### config.mk
export PLATFORM = sky130hd
export DESIGN_NAME = branch_sequencer
export DESIGN_NICKNAME = d
export VERILOG_FILES = /design/src/rtl/cpu_pkg.sv /design/src/rtl/branch_cond_eval.sv /design/src/rtl/branch_sequencer.sv
export SDC_FILE = /design/constraint.sdc
export NUM_CORES = 1
export LEC_CHECK = 0
export CAP_MARGIN = 15
export CELL_PAD_IN_SITES_DETAIL_PLACEMENT = 1
export CELL_PAD_IN_SITES_GLOBAL_PLACEMENT = 1
export CORE_MARGIN = 2
export CORE_UTILIZATION = 40
export CTS_CLUSTER_SIZE = 40
export DETAILED_ROUTE_END_ITERATION = 8
export GPL_TIMING_DRIVEN = 0
export HOLD_SLACK_MARGIN = 0.12
export PLACE_DENSITY = 0.95
export SYNTH_ARGS = -nofsm -noshare
export SYNTH_HDL_FRONTEND = slang
export SYNTH_SLANG_ARGS = --single-unit
### constraint.sdc
create_clock -name clk -period 3.7 [get_ports clk]
set_input_delay 0.555 -clock clk [delete_from_list [all_inputs] [get_ports clk]]
set_output_delay 0.555 -clock clk [all_outputs]
set_load 0.03 [all_outputs]
### src/rtl/cpu_pkg.sv
// Shared definitions for the branch sequencer: branch opcodes, sequencer states
// and the bit positions of the Z/N flags.
package cpu_pkg;

  localparam logic [4:0] OP_BEQ = 5'b10011;
  localparam logic [4:0] OP_BLT = 5'b10100;
  localparam logic [4:0] OP_BGT = 5'b10101;
  localparam logic [4:0] OP_BNE = 5'b10110;

  localparam int FLAG_Z = 1;
  localparam int FLAG_N = 0;

  typedef enum logic [1:0] {
    ST_IDLE  = 2'b00,
    ST_WAIT  = 2'b01,
    ST_FLUSH = 2'b10
  } seq_state_e;

endpackage

### src/rtl/branch_cond_eval.sv
// Purely combinational branch decoder: flags an opcode as a conditional branch
// and evaluates its taken condition against {Z, N}.
module branch_cond_eval
  import cpu_pkg::*;
(
  input  logic [4:0] opcode,
  input  logic [1:0] flags,
  output logic       is_branch,
  output logic       taken
);

  // Decode opcode and evaluate taken condition
  always_comb begin
    is_branch = 1'b0;
    taken     = 1'b0;
    case (opcode)
      OP_BEQ: begin
        is_branch = 1'b1;
        taken     = flags[FLAG_Z];
      end
      OP_BNE: begin
        is_branch = 1'b1;
        taken     = ~flags[FLAG_Z];
      end
      OP_BLT: begin
        is_branch = 1'b1;
        taken     = flags[FLAG_N];
      end
      OP_BGT: begin
        is_branch = 1'b1;
        taken     = ~flags[FLAG_N];
      end
      default: begin
        is_branch = 1'b0;
        taken     = 1'b0;
      end
    endcase
  end

endmodule

### src/rtl/branch_sequencer.sv
// Sequences a conditional branch: captures it, waits for valid flags, resolves
// it, and on a taken branch redirects the PC and holds flush for FLUSH_CYCLES.
module branch_sequencer
  import cpu_pkg::*;
#(
  parameter int ADDR_W       = 16,
  parameter int FLUSH_CYCLES = 2
) (
  input  logic              clk,
  input  logic              rst,
  input  logic              br_valid,
  input  logic [4:0]        opcode,
  input  logic [ADDR_W-1:0] br_target,
  input  logic [1:0]        flags,
  input  logic              flags_valid,
  output logic              stall,
  output logic              pc_redirect,
  output logic [ADDR_W-1:0] pc_target,
  output logic              flush,
  output logic              br_done,
  output logic              br_taken
);

  seq_state_e        state_q, state_d;
  logic [3:0]        cnt_q, cnt_d;
  logic [4:0]        op_q, op_d;
  logic [ADDR_W-1:0] tgt_q, tgt_d;
  logic              done_d, taken_d, redirect_d;

  logic              stall_q, flush_q, pc_redirect_q, br_done_q, br_taken_q;
  logic [ADDR_W-1:0] pc_target_q;

  logic [4:0]        eval_op_s;
  logic              is_branch_s, cond_taken_s;

  // The single evaluator decodes the live opcode in IDLE and the latched one otherwise
  assign eval_op_s = (state_q == ST_IDLE) ? opcode : op_q;

  branch_cond_eval u_cond (
    .opcode    (eval_op_s),
    .flags     (flags),
    .is_branch (is_branch_s),
    .taken     (cond_taken_s)
  );

  // Next-state, capture and resolution logic
  always_comb begin
    state_d    = state_q;
    cnt_d      = cnt_q;
    op_d       = op_q;
    tgt_d      = tgt_q;
    done_d     = 1'b0;
    taken_d    = 1'b0;
    redirect_d = 1'b0;
    case (state_q)
      ST_IDLE: begin
        if (br_valid && is_branch_s) begin
          op_d    = opcode;
          tgt_d   = br_target;
          state_d = ST_WAIT;
        end else begin
          state_d = ST_IDLE;
        end
      end
      ST_WAIT: begin
        if (flags_valid) begin
          done_d  = 1'b1;
          taken_d = cond_taken_s;
          if (cond_taken_s) begin
            state_d    = ST_FLUSH;
            cnt_d      = 4'(FLUSH_CYCLES - 1);
            redirect_d = 1'b1;
          end else begin
            state_d = ST_IDLE;
          end
        end else begin
          state_d = ST_WAIT;
        end
      end
      ST_FLUSH: begin
        if (cnt_q == 4'd0) begin
          state_d = ST_IDLE;
        end else begin
          cnt_d = cnt_q - 4'd1;
        end
      end
      default: begin
        state_d = ST_IDLE;
        cnt_d   = 4'd0;
      end
    endcase
  end

  // State, latches and registered outputs
  always_ff @(posedge clk) begin
    if (rst) begin
      state_q       <= ST_IDLE;
      cnt_q         <= 4'd0;
      op_q          <= 5'd0;
      tgt_q         <= {ADDR_W{1'b0}};
      stall_q       <= 1'b0;
      flush_q       <= 1'b0;
      pc_redirect_q <= 1'b0;
      pc_target_q   <= {ADDR_W{1'b0}};
      br_done_q     <= 1'b0;
      br_taken_q    <= 1'b0;
    end else begin
      state_q       <= state_d;
      cnt_q         <= cnt_d;
      op_q          <= op_d;
      tgt_q         <= tgt_d;
      stall_q       <= (state_d != ST_IDLE);
      flush_q       <= (state_d == ST_FLUSH);
      pc_redirect_q <= redirect_d;
      pc_target_q   <= redirect_d ? tgt_q : {ADDR_W{1'b0}};
      br_done_q     <= done_d;
      br_taken_q    <= taken_d;
    end
  end

  assign stall       = stall_q;
  assign flush       = flush_q;
  assign pc_redirect = pc_redirect_q;
  assign pc_target   = pc_target_q;
  assign br_done     = br_done_q;
  assign br_taken    = br_taken_q;

endmodule
[Word level (Yosys, flattened, before mapping)]
Index checks and enable logic that the tools add are counted.
Storage, ports and cells
  bits of input ports: 27
  register bits: 48
  logic and storage cells: 53
Cells by class
  reduce and logical (&&, ||, !) cells: 10
  bitwise logic cells: 6
  multiplexer cells: 16
  eq/ne operators: 10
  $add $sub $neg: 1
Operators by type and width (count)
  $eq 5x5->1 const B: 4
  $mux 4: 3
  $pmux 4 s3: 1
  $mux 1: 6
  $mux 2: 3
  $ne 2x2->1 const B: 3
  $not 1->1: 6
  $pmux 2 s3: 1
  $mux 5: 1
  $eq 2x2->1 const B: 2
  $logic_not 4->1: 1
  $pmux 1 s4: 1
  $reduce_and 4->1: 1
  $reduce_or 2->1: 2
  $reduce_or 4->1: 1
  $sub 4x1->4 const B: 1
  $reduce_or 3->1: 1
  $eq 2x1->1 const B: 1
  $logic_not 2->1: 1
  $reduce_and 2->1: 1
  $reduce_bool 2->1: 1
  $logic_and 1x1->1: 1

[Longest topological paths before layout]
Gate-level depths: netlist (run 1).
  word-level depth: 9
  mapped depth: 9
  gate-level depth less buffers: 8

[Hierarchy]
A second synthesis (run 1) with hierarchy kept.
Unflattened totals
  cells, all modules: 206
  area, all modules: 1885.6 µm²
Modules (own cells, without submodules)
  branch_sequencer: sequential area each 960.9 µm², area each 1824.2 µm², times used 1, cells an instance 196
  branch_cond_eval: sequential area each 0.0 µm², area each 61.3 µm², times used 1, cells an instance 10

[Worst setup path before layout (run 1)]
OpenSTA, ideal clock, no wires.
  kind: register to register
  start: register state_q[0]
  end: register cnt_q[0]
  stages on the path, launching flop included: 10
  path slack: 1304 ps
  data required time: 3613 ps
  buffers on the path: 1
  data arrival time: 2309 ps
  path through: dfxtp_1 -> inv_1 -> ha_1 -> buf_6 -> mux2_4 -> or4b_1 -> o311a_2 -> o32a_4 -> nand4bb_1 -> o31ai_1
Between the ends
  longest elaborated chain between the ends: 6
  elaborated cells between the ends (all ways): 15
Ends and longest elaborated chain
  from (decl): line branch_sequencer.sv:24  | seq_state_e state_q, state_d;
  from (signal assigned): line branch_sequencer.sv:108  | state_q <= state_d;
  $logic_not 2->1: line branch_sequencer.sv:37, branch_sequencer.sv:55
  $mux 5: line branch_sequencer.sv:37  | assign eval_op_s = (state_q == ST_IDLE) ? opcode : op_q;
  $eq 5x5->1: line branch_cond_eval.sv:16  | case (opcode)
  $pmux 1 s4: line branch_cond_eval.sv:16
  $ne 2x2->1 (no line)
  $reduce_and 4->1 (no line)
  to (signal assigned): line branch_sequencer.sv:109  | cnt_q <= cnt_d;
  to (decl): line branch_sequencer.sv:25  | logic [3:0] cnt_q, cnt_d;
Parallel ways exist; a longest one is shown, timed or not.
A chain may end at the register's enable or synchronous reset.

[Final worst setup path (run 1)]
  start: register state_q[0]
  end: register pc_target_q[8] (netlist: pc_target[8])
Between the ends
  longest elaborated chain between the ends: 9
  elaborated cells between the ends (all ways): 13
Ends and longest elaborated chain
  $logic_not 2->1: line branch_sequencer.sv:37
  $mux 5: line branch_sequencer.sv:37
  $eq 5x5->1: line branch_cond_eval.sv:16
  $pmux 1 s4: line branch_cond_eval.sv:16
  $mux 1: line branch_sequencer.sv:69  | if (cond_taken_s) begin
  $mux 1: line branch_sequencer.sv:66  | if (flags_valid) begin
  $mux 1 (*): line branch_sequencer.sv:55  | case (state_q)
  $not 1->1 (no line) (*)
  $reduce_or 2->1 (no line) (*)
  to (signal assigned): line branch_sequencer.sv:104  | pc_target_q <= {ADDR_W{1'b0}};
  to (signal assigned): line branch_sequencer.sv:115  | pc_target_q <= redirect_d ? tgt_q : {ADDR_W{1'b0}};
  to (decl): line branch_sequencer.sv:31  | logic [ADDR_W-1:0] pc_target_q;
Every way passes the cells marked *; elsewhere a longest branch is shown, timed or not.

==> metrics, run 1 <==
met3 GRT Util=4.972%; CTS hold repair buffers=0; clk_skew=around 0.006 ns; yosys warns=0; Critical R2R Capture=pc_target[8]$_SDFF_PP0_; run status=finished, final reports clean; number of global-route vias before repair=around 1,600; Worst-Margin Slew=between 0.4 and 0.5 ns; min Tclk post-route=about 2.7 ns; critical-path cell list=inv_1 -> ha_1 -> buf_6 -> mux2_4 -> or4b_1 -> o311a_2 -> nor4b_4 -> buf_6 -> and2_2; Post-CTS Setup Bufs=0; worst hold slack=0.4800 ns; Reg clk slew, reported paths=roughly 0.09 ns; initial antenna violation count=0; NumNets Final=around 260; total congestion overflow=0; Via Count=1,450; Clock Tree Buf Depth=2; area share of the largest cell type after synthesis=50.79%; flip-flop and latch count after synthesis=48; WP data required=between 3 and 4 ns; top-count cell post-synth=dfxtp_1; final worst slack=about 1 ns; Initial Util=40.86%; clk_lat worst skew=roughly 0.29 ns; Post-CTS Resized=0; met2 track demand over resource=roughly a third; number of buffers created by CTS=5; dpl hpwl=approximately 3300 µm; most frequent cells after synthesis=48 x dfxtp_1, 23 x nor2_1, 21 x mux2i_1, 16 x and2_2, 10 x inv_1; CTS tree=yes; NetSw=0.2021 mW; Rows=25; VDD IR max=slightly below 0.3 mV; Remaining DRCs=0; unrepaired setup endpoints after global routing=no; largest area contributor in the netlist=dfxtp_1; pre-CTS setup slack=approximately 0.86 ns; max-slew violations=0; crit-path max FO=10; Max stage delay on crit path=0.49 ns; Hold Path Origin=tgt_q[15]$_SDFFE_PP0P_; GR Util All Layers=18.88%; met1 usage in global routing=between 20% and 30%; critical path arrival=a little under 3 ns; Detailed Route Iter0 Violations=52; Clock Power Share=~33%; number of flops mapped to enable cells by yosys=0; register area share after synthesis=50.79%; f_max=0.3732 GHz; WL per Instance=between 15 and 20 µm; switching part of the total power=between 20% and 30%; Setup CP Type=flip-flop to flip-flop; Min-Delay Path Class=flip-flop to flip-flop; relative slew slack=68.14%; Placer Congestion=around 0.75; worst hold path depth=1; Antenna Nets Post-Route=0; root buffer cell=clkbuf_8; LEAKAGE=about 0.96 nW; largest net degree at the start of global routing=15; Synthesized Nets=between 200 and 250; Hold Path End=pc_target[15]$_SDFF_PP0_; DRT Wirelength=4539 µm; Synth cell types=38; Die Width=between 70 and 80 µm; Tot Pwr=about 0.89 mW; Pwr Density=355.9 nW/µm²; Layout area overhead=32.74%; mapped cell area=~1900 µm²; fin crit share=between 70% and 80%; CTS H-tree lvls=2; layout cells sized above 1=15.22%; WP buf/inv=3; Top Family by Delay on Critical Path=simple AND/OR/NAND/NOR gates; Synth Flop Type=dfxtp_1; Sequential Power Share=~59%; Max Cap Viol=0; final setup fails=0; core box area=approximately 4600 µm²; reg2reg path depth=9; ys async rst share=0%; synthesized netlist cell count=approximately 180; Num Clock Sinks=48; overall die height=roughly 73 µm; Crit. End Element=flip-flop; die area=5295 µm²; setup_tns=0 ns; Fill cells=approximately 510; Worst R2R Start=state_q[0]$_SDFF_PP0_; num ports=48; DRT Pass-1 Iters=4; Power Internal=0.6915 mW; CP max stage cell=nor4b_4; dominant cells by area after synthesis=dfxtp_1 51%, mux2i_1 11%, and2_2 6.3%; n_diodes=0; r2r setup slk=slightly above 1 ns; global-route wire length before repair=7617 µm; most used cell, CP=buf_6; Avg Inst Size Synth=10.75 µm²; global route hottest layer=met2; DR vias/cell=5.106; PortBufs=47; crit start category=flip-flop; combinational share of power=8.1%; Hold Fails Final Rpt=0
## power by group through the flow
| stage | clock network (mW) | registers [mW] | logic (mW) |
|---|---|---|---|
| 2_1_floorplan | 0 | 0.537 | 0.0332 |
| 3_3_place_gp | 0 | 0.536 | 0.0697 |
| 3_5_place_dp | 0 | 0.537 | 0.0722 |
| 4_1_cts | 0.302 | 0.525 | 0.0731 |
| 6_report | 0.297 | 0.525 | 0.0725 |
| 5_1_grt | 0.331 | 0.525 | 0.0785 |
## layer usage
metal / wire [µm] / vias up / part of all wire, %
met5: 0 / - / 0
met4: 48 / 0 / 1.1
met3: 205 / 6 / 4.5
met2: 2399 / 39 / 53
met1: 1885 / 700 / 42
li1: - / 705 / -
## cell usage in the layout (no fill, tap or decap), drive strengths merged
| master | count |
|---|---|
| o32ai | 2 |
| nand2 | 3 |
| nor2 | 23 |
| nand4bb | 1 |
| nand4b | 1 |
| a221o | 1 |
| o31ai | 3 |
| mux2i | 21 |
| o311a | 1 |
| or3b | 1 |
| clkinvlp | 1 |
| nand3b | 2 |
| inv | 10 |
| clkinv | 1 |
| dfxtp | 48 |
| ha | 6 |
| buf | 4 |
| and2 | 17 |
| nor3 | 2 |
| nand2b | 2 |
| o32a | 1 |
| nor4b | 2 |
| or4b | 1 |
| mux2 | 2 |
| clkdlybuf4s50 | 47 |
| clkbuf | 8 |
| a21o | 3 |
| a21oi | 5 |
| a31oi | 1 |
| nor4 | 1 |
| nand3 | 2 |
| nand4 | 2 |
| nor2b | 2 |
| and3 | 1 |
| nor3b | 2 |
## worst register-to-register path: cells and delay by family, from the launching register on
family | cells | cell delay (ns)
AND/OR/NAND/NOR | 3 | 1.11
buffers and inverters | 3 | 0.42
flip-flops | 1 | 0.40
multiplexers | 1 | 0.33
adder cells (fa/ha/maj) | 1 | 0.21
AO/OA/AOI/OAI | 1 | 0.17
## logic make-up after synthesis
| kind of cell | synth area share (%) |
|---|---|
| adder cells (fa/ha/maj) | 3.968 |
| AO/OA/AOI/OAI | 7.540 |
| multiplexers | 12.50 |
| buffers and inverters | 4.299 |
| flip-flops | 50.79 |
| AND/OR/NAND/NOR | 20.90 |
## worst max path at each step
| stage | slack, ns | start | to | cells after the start |
|---|---|---|---|---|
| global route | 0.86 | state_q[0]$_SDFF_PP0_ | tgt_q[3]$_SDFFE_PP0P_ | 9 |
| detailed placement | 0.86 | opcode[1] | pc_target[13]$_SDFF_PP0_ | 7 |
| CTS | 0.97 | state_q[0]$_SDFF_PP0_ | pc_target[13]$_SDFF_PP0_ | 9 |
| floorplan | 1.30 | state_q[0]$_SDFF_PP0_ | cnt_q[0]$_SDFFE_PP0P_ | 9 |
| global placement | 0.90 | opcode[1] | pc_target[8]$_SDFF_PP0_ | 7 |
| finish | 1.02 | state_q[0]$_SDFF_PP0_ | pc_target[8]$_SDFF_PP0_ | 9 |
## metrics by stage
stage                     instance area, µm²  instances  utilization [%]
final                                   2511        284            54.24
after floorplan                         1892        176                -
after global placement                  2430        277            52.49
after global routing                    2511        284            54.24
after detailed placement                2430        277            52.49
after CTS                               2511        284            54.24
## registers in the layout, summed over array words and instances (netlist names)
| signal | cells |
|---|---|
| op_q | 5 |
| pc_target | 16 |
| cnt_q | 4 |
| flush | 1 |
| br_taken | 1 |
| stall | 1 |
| tgt_q | 16 |
| state_q | 2 |
| br_done | 1 |
| pc_redirect | 1 |
## layout make-up
type | count | area (µm²) | area share, %
flip-flops and latches | 48 | 960.9 | 38.27
plain buffers | 7 | 43.79 | 1.744
repair buffers | 47 | 470.5 | 18.73
clock buffers | 5 | 68.82 | 2.740
clock inverters | 2 | 12.51 | 0.4983
well taps | 54 | 67.56 | 2.691
inverters | 10 | 37.54 | 1.495
multi-input cells | 111 | 849.6 | 33.83
Power figures use the tool's default switching activity.
==> run 2: changes to the inputs <==
--- a/config.mk
+++ b/config.mk
@@ -9,12 +9,12 @@
 export CELL_PAD_IN_SITES_DETAIL_PLACEMENT = 1
 export CELL_PAD_IN_SITES_GLOBAL_PLACEMENT = 1
 export CORE_MARGIN = 2
-export CORE_UTILIZATION = 40
+export CORE_UTILIZATION = 33
 export CTS_CLUSTER_SIZE = 40
 export DETAILED_ROUTE_END_ITERATION = 8
 export GPL_TIMING_DRIVEN = 0
 export HOLD_SLACK_MARGIN = 0.12
-export PLACE_DENSITY = 0.95
+export PLACE_DENSITY = 0.85
 export SYNTH_ARGS = -nofsm -noshare
 export SYNTH_HDL_FRONTEND = slang
 export SYNTH_SLANG_ARGS = --single-unit
==> constraint.sdc (replaced) <==
create_clock -name clk -period 2.1 [get_ports clk]
set_input_delay 0.315 -clock clk [delete_from_list [all_inputs] [get_ports clk]]
set_output_delay 0.315 -clock clk [all_outputs]
set_load 0.03 [all_outputs]
==> run 2 against run 1 <==
Effect of this change: the run now ends with negative setup slack left; flip-flop and latch count unchanged; total power increased by 100%; critical path depth increased by 1; clock skew up 0.0022 ns; largest power group unchanged.
==> metrics, run 2 (same netlist as run 1, synthesis figures left out) <==
r2r setup slk=-0.28 ns; switching part of the total power=around 22%; Reg clk slew, reported paths=0.09 ns; Min-Delay Path Class=flip-flop to flip-flop; total congestion overflow=0; Remaining DRCs=0; PortBufs=47; Initial Util=34.36%; clk_lat worst skew=about 0.30 ns; Antenna Nets Post-Route=0; DR vias/cell=roughly 4.7; fin crit share=113.3%; DRT Wirelength=a little over 5000 µm; Power Internal=between 1 and 1.5 mW; Layout area overhead=56.94%; met2 track demand over resource=between 20 and 30%; GR Util All Layers=between 10% and 20%; Hold Path Origin=tgt_q[3]$_SDFFE_PP0P_; number of buffers created by CTS=5; Pwr Density=approximately 600 nW/µm²; LEAKAGE=1.153 nW; Setup CP Type=flip-flop to flip-flop; final worst slack=-0.2789 ns; layout cells sized above 1=roughly 30%; Post-DP Area=around 2500 µm²; met1 usage in global routing=between 10% and 20%; CP max stage cell=or3b_2; global-route wire length before repair=7555 µm; Seq. cell area=965.9 µm²; VDD IR max=~0.33 mV; NumNets Final=around 290; number of cells on the critical path=10; Die Width=79.72 µm; Top Family by Delay on Critical Path=simple AND/OR/NAND/NOR gates; worst hold path depth=1; run status=finished with violations; number of global-route vias before repair=roughly 1,600; Placer Congestion=about 0.75; multi-input logic area=~960 µm²; Clock Tree Buf Depth=2; DRT Pass-1 Iters=4; critical-path cell list=inv_4 -> ha_4 -> buf_4 -> buf_4 -> or3b_2 -> a21o_1 -> nor4b_4 -> buf_4 -> buf_6 -> and2_4; CTS tree=yes; unrepaired setup endpoints after global routing=yes; relative slew slack=between 60% and 70%; Detailed Route Iter0 Violations=44; Critical R2R Capture=pc_target[4]$_SDFF_PP0_; Fill cells=roughly 580; Num Clock Sinks=48; Via Count=between 1,500 and 2,000; min Tclk post-route=between 2 and 2.5 ns; dpl hpwl=roughly 2900 µm; commonest non-fill, non-tap cells in the layout=47 x clkdlybuf4s50_1, 46 x dfxtp_1, 22 x nor2_1; WP buf/inv=5; critical path arrival=2.62 ns; max-slew violations=0; clk_skew=0.008215 ns; crit start category=flip-flop; met3 GRT Util=around 2.7%; CTS hold repair buffers=0; crit path from=state_q[0]$_SDFF_PP0_; final setup fails=47; Sequential Power Share=between 50% and 60%; Worst-Margin Slew=approximately 0.5 ns; fin area=2969 µm²; CTS H-tree lvls=2; failing checks=negative setup slack; Hold Fails Final Rpt=0; core box area=5507 µm²; Worst Setup EP=pc_target[4]$_SDFF_PP0_; Crit. End Element=flip-flop; worst hold slack=a little under 0.5 ns; WL per Instance=between 15 and 20 µm; global route hottest layer=met2; reg2reg path depth=10; most used cell, CP=buf_4; combinational share of power=approximately 9.9%; num ports=between 40 and 50; overall die height=between 70 and 80 µm; Rows=27; Tot Pwr=1.806 mW; Max stage delay on crit path=0.47 ns; root buffer cell=clkbuf_8; most common cell after layout, fill and taps aside=clkdlybuf4s50_1; setup_tns=-8.666 ns; Max Cap Viol=0; n_diodes=0; pre-CTS setup slack=-0.6009 ns; NetSw=between 0.3 and 0.4 mW; die area=roughly 6400 µm²; f_max=0.4204 GHz; initial antenna violation count=0; largest net degree at the start of global routing=16; Clock Power Share=between 30% and 40%; Worst R2R Start=state_q[0]$_SDFF_PP0_; WP data required=~2.3 ns; crit-path max FO=7
==> run 2: cell types whose count changed in the layout (fill, tap and decap cells not counted), sizes merged <==
cell	change
clkinvlp	-1
clkbuf	+3
bufinv	+1
buf	+24
==> run 2: repair_timing <==
action                     in CTS  in global routing
buffers inserted                9                 15
resized for setup              19                 24
hold endpoints to repair        0                  0
cloned                          1                  2
pin swaps                      14                 15
setup endpoints to repair      45                 44
==> run 2: cell type report <==
cell class	count	share of cell area, %
Timing Repair Buffer	74	24.86
Inverter	10	1.349
Sequential cell	48	32.53
Tap cell	72	3.034
Clock inverter	2	1.306
Multi-Input combinational cell	111	32.20
Buffer	6	1.938
Clock buffer	6	2.781
==> run 2: metrics by stage <==
step                      instances  util, %
after detailed placement        295    45.22
final                           329    53.92
after global placement          295    45.22
after floorplan                 176        -
after CTS                       312    49.63
after global routing            329    53.92
==> run 2: how the worst min path moves through the flow <==
stage	end
after global routing	op_q[3]$_SDFFE_PP0P_
after detailed placement	pc_target[15]$_SDFF_PP0_
after floorplan	op_q[4]$_SDFFE_PP0P_
after global placement	pc_target[14]$_SDFF_PP0_
after CTS	op_q[3]$_SDFFE_PP0P_
final	pc_target[3]$_SDFF_PP0_
==> run 2: metal layers <==
layer | up-vias | share of wire (%) | routed length (µm)
met5 | - | 0 | 0
met4 | 0 | 1.3 | 65
met3 | 5 | 3.3 | 170
met2 | 32 | 54 | 2806
met1 | 742 | 41 | 2130
li1 | 760 | - | -
==> run 2: power by group through the flow <==
stage / Combinational (mW) / Clock (mW) / Sequential [mW]
after floorplan: 0.0628 / 0 / 0.946
after global placement: 0.129 / 0 / 0.945
after detailed placement: 0.131 / 0 / 0.946
after CTS: 0.144 / 0.717 / 0.923
after global routing: 0.190 / 0.765 / 0.926
final: 0.178 / 0.704 / 0.924
